==> src/rtl/or1200_pipemon_pkg.sv <==
// Shared types and helpers for the or1200 pipeline-protocol monitor.
package or1200_pipemon_pkg;

   typedef enum logic [1:0] {
      R_FLUSH   = 2'd0,
      R_HOLD    = 2'd1,
      R_BUBBLE  = 2'd2,
      R_ADVANCE = 2'd3
   } rule_e;

   localparam logic [31:0] NOP_INSN_DEFAULT = 32'h1441_0000;

   // ceil(log2(n)), but never below 1 so index ports always have a bit
   function automatic int clog2_min1(input int n);
      int r;
      r = 0;
      for (int p = 1; p < n; p = p * 2) r = r + 1;
      return (r < 1) ? 1 : r;
   endfunction

endpackage

==> src/rtl/or1200_pipemon_stage.sv <==
// One-stage rule checker: derives the 4-bit violation vector from the previous
// and current samples of this stage and the previous sample of its upstream stage.
module or1200_pipemon_stage
   import or1200_pipemon_pkg::*;
#(
   parameter int                 INSN_W   = 32,
   parameter logic [INSN_W-1:0]  NOP_INSN = INSN_W'(NOP_INSN_DEFAULT),
   parameter bit                 HAS_UP   = 1'b1
) (
   input  logic [INSN_W-1:0] prev_insn,
   input  logic [INSN_W-1:0] cur_insn,
   input  logic              prev_freeze,
   input  logic              prev_flush,
   input  logic [INSN_W-1:0] up_prev_insn,
   input  logic              up_prev_freeze,
   output logic [3:0]        viol
);

   // Exactly one rule governs the stage; flush outranks freeze outranks upstream state.
   always_comb begin
      viol = '0;
      if (prev_flush) begin
         viol[R_FLUSH] = (cur_insn != NOP_INSN);
      end else if (prev_freeze) begin
         viol[R_HOLD] = (cur_insn != prev_insn);
      end else if (HAS_UP) begin
         if (up_prev_freeze) begin
            viol[R_BUBBLE] = (cur_insn != NOP_INSN);
         end else begin
            viol[R_ADVANCE] = (cur_insn != up_prev_insn);
         end
      end
   end

endmodule

==> src/rtl/or1200_pipe_monitor.sv <==
// Runtime freeze/flush/bubble/advance monitor for the or1200 pipeline chain.
// Optional OR1200_PIPEMON_TIMESTAMP_EN adds a cycle counter and first_time capture.
module or1200_pipe_monitor
   import or1200_pipemon_pkg::*;
#(
   parameter int                 NSTAGE   = 4,
   parameter int                 INSN_W   = 32,
   parameter logic [INSN_W-1:0]  NOP_INSN = INSN_W'(NOP_INSN_DEFAULT),
   parameter int                 CNT_W    = 16
) (
   input  logic                              clk,
   input  logic                              rst,
   input  logic [NSTAGE*INSN_W-1:0]          stage_insn,
   input  logic [NSTAGE-1:0]                 stage_freeze,
   input  logic [NSTAGE-1:0]                 stage_flush,
   input  logic                              mon_en,
   input  logic                              clr,
   output logic [NSTAGE*4-1:0]               err_vec,
   output logic                              err_any,
   output logic [CNT_W-1:0]                  err_cnt,
   output logic                              first_valid,
   output logic [clog2_min1(NSTAGE)-1:0]     first_stage,
   output logic [1:0]                        first_rule
`ifdef OR1200_PIPEMON_TIMESTAMP_EN
   ,
   output logic [CNT_W-1:0]                  first_time
`endif
);

   localparam int SW = clog2_min1(NSTAGE);
   localparam logic [CNT_W-1:0] CNT_MAX = {CNT_W{1'b1}};

   logic [NSTAGE*INSN_W-1:0] insn_q, insn_d;
   logic [NSTAGE-1:0]        freeze_q, freeze_d;
   logic [NSTAGE-1:0]        flush_q, flush_d;
   logic                     armed_q, armed_d;
   logic [NSTAGE*4-1:0]      err_vec_q, err_vec_d;
   logic [CNT_W-1:0]         err_cnt_q, err_cnt_d;
   logic                     first_valid_q, first_valid_d;
   logic [SW-1:0]            first_stage_q, first_stage_d;
   rule_e                    first_rule_q, first_rule_d;

   logic [NSTAGE*4-1:0]      viol_raw;
   logic [NSTAGE*4-1:0]      viol_chk;
   logic                     viol_any;
   logic [SW-1:0]            hit_stage;
   rule_e                    hit_rule;

   for (genvar s = 0; s < NSTAGE; s++) begin : g_stage
      logic [INSN_W-1:0] up_insn;
      logic              up_freeze;
      if (s == 0) begin : g_head
         assign up_insn   = '0;
         assign up_freeze = 1'b0;
      end else begin : g_up
         assign up_insn   = insn_q[(s-1)*INSN_W +: INSN_W];
         assign up_freeze = freeze_q[s-1];
      end
      or1200_pipemon_stage #(
         .INSN_W   (INSN_W),
         .NOP_INSN (NOP_INSN),
         .HAS_UP   (s > 0)
      ) u_stage (
         .prev_insn      (insn_q[s*INSN_W +: INSN_W]),
         .cur_insn       (stage_insn[s*INSN_W +: INSN_W]),
         .prev_freeze    (freeze_q[s]),
         .prev_flush     (flush_q[s]),
         .up_prev_insn   (up_insn),
         .up_prev_freeze (up_freeze),
         .viol           (viol_raw[s*4 +: 4])
      );
   end

   // mon_en gates the current cycle too, so dropping it suspends checks at once
   assign viol_chk = (armed_q && mon_en) ? viol_raw : '0;
   assign viol_any = |viol_chk;

   // Scan downward so the lowest stage, then lowest rule, is the last to win.
   always_comb begin
      hit_stage = '0;
      hit_rule  = R_FLUSH;
      for (int s = NSTAGE - 1; s >= 0; s--) begin
         for (int r = 3; r >= 0; r--) begin
            if (viol_chk[s*4 + r]) begin
               hit_stage = SW'(s);
               hit_rule  = rule_e'(2'(r));
            end
         end
      end
   end

   always_comb begin
      armed_d       = mon_en;
      insn_d        = stage_insn;
      freeze_d      = stage_freeze;
      flush_d       = stage_flush;
      err_vec_d     = err_vec_q;
      err_cnt_d     = err_cnt_q;
      first_valid_d = first_valid_q;
      first_stage_d = first_stage_q;
      first_rule_d  = first_rule_q;
      if (clr) begin
         err_vec_d     = '0;
         err_cnt_d     = '0;
         first_valid_d = 1'b0;
         first_stage_d = '0;
         first_rule_d  = R_FLUSH;
      end else if (viol_any) begin
         err_vec_d = err_vec_q | viol_chk;
         if (err_cnt_q != CNT_MAX) err_cnt_d = err_cnt_q + CNT_W'(1);
         if (!first_valid_q) begin
            first_valid_d = 1'b1;
            first_stage_d = hit_stage;
            first_rule_d  = hit_rule;
         end
      end
   end

   always_ff @(posedge clk or posedge rst) begin
      if (rst) begin
         insn_q        <= '0;
         freeze_q      <= '0;
         flush_q       <= '0;
         armed_q       <= 1'b0;
         err_vec_q     <= '0;
         err_cnt_q     <= '0;
         first_valid_q <= 1'b0;
         first_stage_q <= '0;
         first_rule_q  <= R_FLUSH;
      end else begin
         insn_q        <= insn_d;
         freeze_q      <= freeze_d;
         flush_q       <= flush_d;
         armed_q       <= armed_d;
         err_vec_q     <= err_vec_d;
         err_cnt_q     <= err_cnt_d;
         first_valid_q <= first_valid_d;
         first_stage_q <= first_stage_d;
         first_rule_q  <= first_rule_d;
      end
   end

`ifdef OR1200_PIPEMON_TIMESTAMP_EN
   logic [CNT_W-1:0] ts_q, ts_d;
   logic [CNT_W-1:0] first_time_q, first_time_d;

   always_comb begin
      ts_d         = clr ? '0 : ts_q + CNT_W'(1);
      first_time_d = first_time_q;
      if (clr) begin
         first_time_d = '0;
      end else if (viol_any && !first_valid_q) begin
         first_time_d = ts_q;
      end
   end

   always_ff @(posedge clk or posedge rst) begin
      if (rst) begin
         ts_q         <= '0;
         first_time_q <= '0;
      end else begin
         ts_q         <= ts_d;
         first_time_q <= first_time_d;
      end
   end

   assign first_time = first_time_q;
`endif

   assign err_vec     = err_vec_q;
   assign err_any     = |err_vec_q;
   assign err_cnt     = err_cnt_q;
   assign first_valid = first_valid_q;
   assign first_stage = first_stage_q;
   assign first_rule  = first_rule_q;

endmodule

==> config.mk <==
export PLATFORM = sky130hd
export DESIGN_NAME = or1200_pipe_monitor
export DESIGN_NICKNAME = d
export VERILOG_FILES = /design/src/rtl/or1200_pipemon_pkg.sv /design/src/rtl/or1200_pipemon_stage.sv /design/src/rtl/or1200_pipe_monitor.sv
export SDC_FILE = /design/constraint.sdc
export NUM_CORES = 1
export LEC_CHECK = 0
export BUFFER_PORTS_ARGS = -buffer_cell sky130_fd_sc_hd__buf_2
export CORE_AREA = 2 2 170 172
export CTS_CLUSTER_DIAMETER = 30
export DETAILED_ROUTE_END_ITERATION = 8
export DIE_AREA = 0 0 172 174
export PLACE_DENSITY = 0.58
export SETUP_SLACK_MARGIN = 0.5
export SKIP_CTS_REPAIR_TIMING = 1
export SLEW_MARGIN = 30
export SYNTH_ARGS = -nofsm -noshare
export SYNTH_HDL_FRONTEND = slang
export SYNTH_HIERARCHICAL = 1
export SYNTH_SLANG_ARGS = --single-unit
export TNS_END_PERCENT = 100
==> constraint.sdc <==
create_clock -name clk -period 4.5 [get_ports clk]
set_input_delay 0.225 -clock clk [delete_from_list [all_inputs] [get_ports clk]]
set_output_delay 0.225 -clock clk [all_outputs]
set_load 0.005 [all_outputs]
==> flow_summary.yaml, run 1 <==
outcome:
  outcome: "finished clean"
global_route:
  antenna_found_initial: 0
  grt_overflow_total: 0
  grt_start_max_net_pins: 142
  grt_pass1_vias: 6433
  grt_use_total_pct: 17.1
  grt_first_pass_wirelength_mm: 37.9
floorplan:
  die-area_um2: 29900
  ios: 178
  core.rowCount: 62
  die_h_um: 174
  start_util_pct: 29.3
  fp.dieW_um: 172
  coreArea_um2: 28200
setup_path:
  crit_required_ns: 4.82
  critPathKind: "input pin to register"
  reg2reg_to: "err_cnt[6]$_DFFE_PP0P_"
  crit_chain: "dlygate4sd3_1 > buf_2 > nor4b_1 > nand4_1 > nor2_1 > nor4b_1 > nor4_2 > a31oi_4 > nor2_2 > nor4_1 > mux2_1"
  path_depth: 11
  startpoint: "stage_insn[113]"
  end_kind: "register"
  cp.buffers_inverters: 2
  arrival_ns: 3.86
  ff2ff_setup_slack_ns: 1.12
  cp_max_fo: 21
  ff2ff_path_depth: 10
  cpLargestDelayFamily: "simple AND/OR/NAND/NOR gates"
  crit_path_top_delay_cell: "nor2_2"
  crit_path_start_kind: "input pin"
  slowest_delay_ns: 0.68
  crit_path_end: "err_cnt[6]$_DFFE_PP0P_"
  r2r-start: "insn_q[84]$_DFF_PP0_"
  cp_common_cell: "nor4b_1"
sta:
  setup_violations: 0
  fin_crit_ns: 3.54
  rsz0062_at_grt: "false"
  fin_tns_setup_ns: 0
  worst_pin_slew_ns: 0.811
  whs_ns: 0.356
  maxSlewViolCount: 0
  slew_headroom_pct: 45.8
  skew_ns: 0.0215
  fmax_ghz: 0.283
  fin_crit_sh_pct: 78.6
  hold_violations: 0
clocking:
  root_buffer: "clkbuf_16"
  numCtsBuffers: 17
  clk-insertion-delay-late_ns: 0.44
  h-tree-depth: 4
  clk_pin_slew_ns: 0.07
  clock_sinks: 174
  cts_tree: "built"
  clk_path_buf_depth: 2
drt:
  wl_per_cell_um: 18.9
  drc: 0
  vias: 6819
  first_iter_violations: 408
  via_per_inst: 4.79
  drtPass1Iterations: 4
  wirelength_mm: 26.9
  final_antenna_net_count: 0
cells_and_area:
  diodes: 0
  stdcell_count: 1425
  final_net_count: 1169
  layout-drive-gt1-share_pct: 22.0
  stdcell_area_um2: 11600
  fillers: 2722
  regArea_um2: 4350
  multi_input_area_um2: 3840
  fin_util_pct: 41.1
  final_common_cell: "xnor2_1"
  layout_common_cells: "xnor2_1, buf_2, dfrtp_1, dlygate4sd3_1, nand4_1"
  syn2layout_area_growth_pct: 39.9
place:
  dpl.hpwl_mm: 19.9
  io_buffers: 177
  place.gp.congestion: 0.862
  dpl_cell_area_um2: 9610
  dp_cells: 1255
flow_run:
  maxCapViolations: 0
worst_hold_path:
  worstHoldPathType: "input pin to register"
yosys:
  syn_area_per_cell_um2: 11.8
  syn_inst: 703
  synthesis.area_um2: 8290
  ys.warnings.count: 6
pwr:
  power_density_nw_per_um2: 326
  ir_drop_uv: 199
  power.leakage_nw: 4.56
==> power by group <==
group	leakage (nW)	switching (mW)	internal, mW
Combinational	2.17	0.284	0.299
Clock	0.288	0.743	0.753
Sequential	2.11	0.0655	1.64
Total	4.56	1.09	2.69
==> how the worst min path moves through the flow <==
stage,from,to,cells past startpoint
global placement,stage_flush[0],flush_q[0]$_DFF_PP0_,1
CTS,stage_flush[0],flush_q[0]$_DFF_PP0_,1
finish,clr,err_cnt[0]$_DFFE_PP0P_,2
global route,clr,err_vec[13]$_DFFE_PP0P_,2
floorplan,mon_en,armed_q$_DFF_PP0_,0
detailed placement,stage_freeze[2],freeze_q[2]$_DFF_PP0_,1
==> sequential cells by signal, summed over array words and instances (netlist names) <==
register / flops
err_vec: 16
freeze_q: 4
first_stage: 2
first_valid: 1
insn_q: 128
armed_q: 1
err_cnt: 16
flush_q: 4
first_rule: 2
==> stage by stage <==
stage	total power, mW	worst slack (ns)
6_report	3.78	0.963
5_1_grt	3.94	0.689
4_1_cts	3.73	1.08
3_5_place_dp	2.22	1.11
3_3_place_gp	2.22	1.13
2_1_floorplan	1.99	1.85
==> metal layers <==
layer,track usage (%),vias up,routed length (µm)
met1,23.7,3385,12100
met2,26.8,204,13000
li1,-,3189,-
met5,0,-,0
met4,6.62,0,772
met3,2.62,41,1000
==> worst register-to-register path, stage by stage (launching register included) <==
cell and delay (ns):
dfrtp_1 0.41, xnor2_1 0.22, nand4_1 0.12, nor4_1 0.48, a2111oi_1 0.17, buf_4 0.19, nor4_2 0.30, a31oi_4 0.19
nor2_2 0.68, nor4_1 0.17, mux2_1 0.34
==> final cells by class <==
| type | count | area share, % |
|---|---|---|
| timing repair buffer | 317 | 19.8 |
| multi-input combinational | 513 | 33.2 |
| inverter | 5 | 0.194 |
| sequential | 174 | 37.6 |
| clock inverter | 14 | 1.46 |
| clock buffer | 18 | 3.70 |
| tap | 384 | 4.14 |
No activity file was read; power rests on OpenSTA's default activity.
==> run 2, diff against run 1 <==
==> constraint.sdc (replaced) <==
create_clock -name clk -period 3.2 [get_ports clk]
set_input_delay 0.16 -clock clk [delete_from_list [all_inputs] [get_ports clk]]
set_output_delay 0.16 -clock clk [all_outputs]
set_load 0.005 [all_outputs]
==> flow_summary.yaml, run 2 (synthesized netlist as in run 1, its figures left out) <==
clocking:
  h-tree-depth: 4
  clk_pin_slew_ns: 0.07
  clock_sinks: 174
  root_buffer: "clkbuf_16"
  clk_path_buf_depth: 2
  numCtsBuffers: 17
  clk-insertion-delay-late_ns: 0.43
  cts_tree: "built"
setup_path:
  cp.buffers_inverters: 1
  crit_path_start_kind: "register"
  end_kind: "register"
  arrival_ns: 3.01
  critPathKind: "register to register"
  cp_max_fo: 11
  crit_chain: "xnor2_2 > nand4_1 > nor4_4 > a21oi_4 > nor4_4 > a31oi_4 > nor2_4 > buf_12 > nor4b_4 > mux2_4"
  crit_path_top_delay_cell: "dfrtp_1"
  crit_required_ns: 3.52
  slowest_delay_ns: 0.42
  cp_common_cell: "nor4_4"
  cpLargestDelayFamily: "simple AND/OR/NAND/NOR gates"
cells_and_area:
  final_net_count: 1187
  layout-drive-gt1-share_pct: 25.5
  final_common_cell: "xnor2_1"
  top_register: "insn_q"
  layout_common_cells: "xnor2_1, buf_2, dfrtp_1, dlygate4sd3_1, nand4_1"
  stdcell_count: 1445
  syn2layout_area_growth_pct: 44.5
  largest_register_ffs: 128
drt:
  drtPass1Iterations: 6
  wl_per_cell_um: 18.8
  vias: 6863
  final_antenna_net_count: 0
  drc: 0
  via_per_inst: 4.75
  first_iter_violations: 368
  wirelength_mm: 27.2
pwr:
  power.leakage_nw: 4.74
  power_density_nw_per_um2: 436
  ir_drop_uv: 345
sta:
  fin_crit_sh_pct: 84.2
  fmax_ghz: 0.371
  slew_headroom_pct: 46.2
  rsz0062_at_grt: "true"
  worst_pin_slew_ns: 0.805
  setup_violations: 0
  maxSlewViolCount: 0
  fin_tns_setup_ns: 0
  hold_violations: 0
  fin_crit_ns: 2.69
  skew_ns: 0.0124
place:
  place.gp.congestion: 0.843
  io_buffers: 177
  dp_cells: 1267
  dpl.hpwl_mm: 19.7
outcome:
  outcome: "finished clean"
global_route:
  grt_use_total_pct: 17.0
  antenna_found_initial: 1
  grt_pass1_vias: 6549
  grt_overflow_total: 0
  grt_start_max_net_pins: 60
  grt_first_pass_wirelength_mm: 38.2
floorplan:
  die_h_um: 174
  ios: 178
  core.rowCount: 62
  start_util_pct: 29.3
  coreArea_um2: 28200
  fp.dieW_um: 172
  die-area_um2: 29900
flow_run:
  maxCapViolations: 0
worst_hold_path:
  worstHoldPathType: "input pin to register"
run 2: path summary, 6_finish.rpt:
| check | start | to | slack [ns] | cells past startpoint |
|---|---|---|---|---|
| max reg2reg | insn_q[21]$_DFF_PP0_ | err_cnt[11]$_DFFE_PP0P_ | 0.51 | 10 |
| min in group asynchronous | rst | insn_q[14]$_DFF_PP0_ | 0.41 | 3 |
| min | clr | err_cnt[10]$_DFFE_PP0P_ | 0.31 | 2 |
| min reg2reg | err_vec[9]$_DFFE_PP0P_ | err_vec[9]$_DFFE_PP0P_ | 0.52 | 2 |
| max in group asynchronous | rst | insn_q[123]$_DFF_PP0_ | 1.90 | 4 |
| max | insn_q[21]$_DFF_PP0_ | err_cnt[11]$_DFFE_PP0P_ | 0.51 | 10 |
run 2: area by class of cell:
type / instances / area (µm²)
Tap cell: 384 / 480
Clock buffer: 22 / 474
Inverter: 5 / 22.5
Multi-Input combinational cell: 513 / 4100
Sequential cell: 174 / 4350
Fill cell: 2756 / 16300
Clock inverter: 10 / 77.6
Timing Repair Buffer: 335 / 2460
Antenna cell: 2 / 5.00
run 2: through the flow:
| stage | utilization [%] | instance area (µm²) | setup slack [ns] | hold WS, ns | power [mW] |
|---|---|---|---|---|---|
| after global routing | 42.4 | 12000 | 0.380 | 0.337 | 5.44 |
| final | 42.4 | 12000 | 0.506 | 0.306 | 5.22 |
| after global placement | 34.4 | 9710 | 0.0521 | 0.270 | 3.13 |
| after CTS | 36.3 | 10300 | -0.0888 | -0.178 | 5.08 |
| after floorplan | - | 8290 | 0.552 | 0.191 | 2.80 |
| after detailed placement | 34.4 | 9710 | -0.0613 | 0.270 | 3.13 |
run 2: worst reg2reg max path, stage by stage, from the launching register on:
cell     delay, ns
dfrtp_1       0.42
xnor2_2       0.20
nand4_1       0.17
nor4_4        0.42
a21oi_4       0.16
nor4_4        0.36
a31oi_4       0.15
nor2_4        0.18
buf_12        0.17
nor4b_4       0.06
mux2_4        0.31
run 2: where the power goes:
group          internal (mW)  switching [mW]
Sequential              2.30          0.0932
Combinational          0.445           0.425
Clock                   1.07           0.889
run 2: layer usage:
layer	up-vias	GRT usage (%)	share of wire, %
li1	3215	-	-
met1	3398	22.8	45
met2	207	27.2	48
met3	43	3.10	4.8
met4	0	6.72	2.5
met5	-	0	0
==> run 3, diff against run 2 <==
--- a/config.mk
+++ b/config.mk
@@ -10,7 +10,7 @@
 export CTS_CLUSTER_DIAMETER = 30
 export DETAILED_ROUTE_END_ITERATION = 8
 export DIE_AREA = 0 0 172 174
-export PLACE_DENSITY = 0.58
+export PLACE_DENSITY = 0.57
 export SETUP_SLACK_MARGIN = 0.5
 export SKIP_CTS_REPAIR_TIMING = 1
 export SLEW_MARGIN = 30
==> constraint.sdc (replaced) <==
create_clock -name clk -period 2.5 [get_ports clk]
set_input_delay 0.125 -clock clk [delete_from_list [all_inputs] [get_ports clk]]
set_output_delay 0.125 -clock clk [all_outputs]
set_load 0.005 [all_outputs]
==> flow_summary.yaml, run 3 (synthesized netlist as in run 1, its figures left out) <==
worst_hold_path:
  whs_endpoint: "insn_q[44]$_DFF_PP0_"
  min-delay-start: "stage_insn[44]"
  worstHoldPathType: "input pin to register"
  holdPathStages: 2
place:
  dpl_worst_slack_ns: -0.263
  io_buffers: 177
  dpl.hpwl_mm: 20.7
  dpl_cell_area_um2: 10900
  place.gp.congestion: 0.873
sta:
  layout_setup_ws_ns: -0.241
  hold_violations: 0
  slew_headroom_pct: 46.9
  fmax_ghz: 0.365
  fin_crit_ns: 2.74
  rsz0062_at_grt: "true"
  fin_crit_sh_pct: 110
  skew_ns: 0.0159
  maxSlewViolCount: 0
  setup_violations: 17
  worst_pin_slew_ns: 0.797
drt:
  wirelength_mm: 27.7
  final_antenna_net_count: 0
  drtPass1Iterations: 4
  first_iter_violations: 338
  via_per_inst: 4.57
  drc: 0
  wl_per_cell_um: 17.5
  vias: 7253
pwr:
  power_density_nw_per_um2: 541
  power.leakage_nw: 5.50
  ir_drop_uv: 496
  p_sw_mw: 2.06
  combPwrFrac_pct: 18.3
  p_seq_share_pct: 42.9
  p_int_mw: 5.05
  switching_share_pct: 29.0
  power_frac_clock_pct: 38.8
global_route:
  grt_start_max_net_pins: 44
  grt_overflow_total: 0
  grt_use_total_pct: 17.6
  grt_pass1_vias: 6974
  antenna_found_initial: 2
  grt_first_pass_wirelength_mm: 39.7
clocking:
  clk-insertion-delay-late_ns: 0.43
  root_buffer: "clkbuf_16"
  clk_path_buf_depth: 2
  clock_sinks: 174
  clk_pin_slew_ns: 0.08
  cts_tree: "built"
  numCtsBuffers: 17
  h-tree-depth: 4
cells_and_area:
  stdcell_area_um2: 13100
  layout-drive-gt1-share_pct: 35.3
  top_register: "insn_q"
  final_common_cell: "xnor2_1"
  fin_util_pct: 46.6
  layout_common_cells: "xnor2_1, buf_2, dfrtp_1, buf_4, dlygate4sd3_1"
  largest_register_ffs: 128
  syn2layout_area_growth_pct: 58.6
  final_net_count: 1328
setup_path:
  critPathKind: "register to register"
  arrival_ns: 3.09
  crit_required_ns: 2.85
  r2r-start: "insn_q[16]$_DFF_PP0_"
  reg2reg_to: "err_cnt[9]$_DFFE_PP0P_"
  ff2ff_setup_slack_ns: -0.24
  ff2ff_path_depth: 13
  crit_path_start_kind: "register"
  end_kind: "register"
  cp_max_fo: 9
floorplan:
  start_util_pct: 29.3
  die_h_um: 174
  ios: 178
  coreArea_um2: 28200
  die-area_um2: 29900
  core.rowCount: 62
  fp.dieW_um: 172
outcome:
  violations: "negative setup slack"
  outcome: "complete, but fails checks"
flow_run:
  maxCapViolations: 0
run 3: per-layer routing:
| layer | vias up | track usage (%) | routed length (µm) |
|---|---|---|---|
| met1 | 3545 | 23.5 | 12400 |
| li1 | 3495 | - | - |
| met2 | 178 | 28.3 | 13600 |
| met3 | 35 | 3.53 | 1140 |
| met5 | - | 0 | 0 |
| met4 | 0 | 6.02 | 574 |
run 3: layout make-up:
class,count,area [µm²]
Antenna cell,2,5.00
Clock buffer,17,425
Tap cell,384,480
Multi-Input combinational cell,513,4090
Inverter,5,22.5
Sequential cell,174,4350
Fill cell,2692,15100
Timing Repair Buffer,476,3570
Clock inverter,15,196
run 3: worst max-delay path: stages, from the launching register on:
cell	delay, ns
dfrtp_1	0.42
xnor2_2	0.16
nand4_1	0.12
nor4_2	0.06
buf_4	0.13
a21oi_1	0.36
nor4_2	0.08
buf_4	0.15
a31oi_4	0.16
nor2_4	0.07
buf_12	0.14
buf_4	0.14
or4_4	0.51
a21oi_2	0.14
run 3: how the worst max path moves through the flow:
stage | slack (ns) | to | start
2_1_floorplan | 0.08 | err_cnt[6]$_DFFE_PP0P_ | insn_q[68]$_DFF_PP0_
3_3_place_gp | -0.19 | err_cnt[1]$_DFFE_PP0P_ | stage_insn[114]
3_5_place_dp | -0.26 | err_cnt[1]$_DFFE_PP0P_ | stage_insn[104]
4_1_cts | -0.25 | err_cnt[1]$_DFFE_PP0P_ | insn_q[87]$_DFF_PP0_
5_1_grt | -0.34 | err_cnt[9]$_DFFE_PP0P_ | insn_q[32]$_DFF_PP0_
6_report | -0.24 | err_cnt[9]$_DFFE_PP0P_ | insn_q[16]$_DFF_PP0_
run 3: through the flow:
step	power, mW	hold WS [ns]	TNS [ns]	instances
6_report	7.12	0.0126	-2.22	1586
5_1_grt	7.43	0.00209	-4.84	1585
4_1_cts	6.98	-0.226	-3.88	1443
3_5_place_dp	4.19	0.235	-3.87	1411
3_3_place_gp	4.19	0.237	-2.74	1411
2_1_floorplan	3.60	0.156	0	704
run 3: power by group through the flow:
| stage | Sequential, mW | Clock [mW] | Combinational [mW] |
|---|---|---|---|
| 2_1_floorplan | 3.09 | 0 | 0.502 |
| 5_1_grt | 3.07 | 2.95 | 1.41 |
| 3_5_place_dp | 3.11 | 0 | 1.09 |
| 4_1_cts | 3.05 | 2.83 | 1.09 |
| 3_3_place_gp | 3.10 | 0 | 1.08 |
| 6_report | 3.05 | 2.76 | 1.30 |
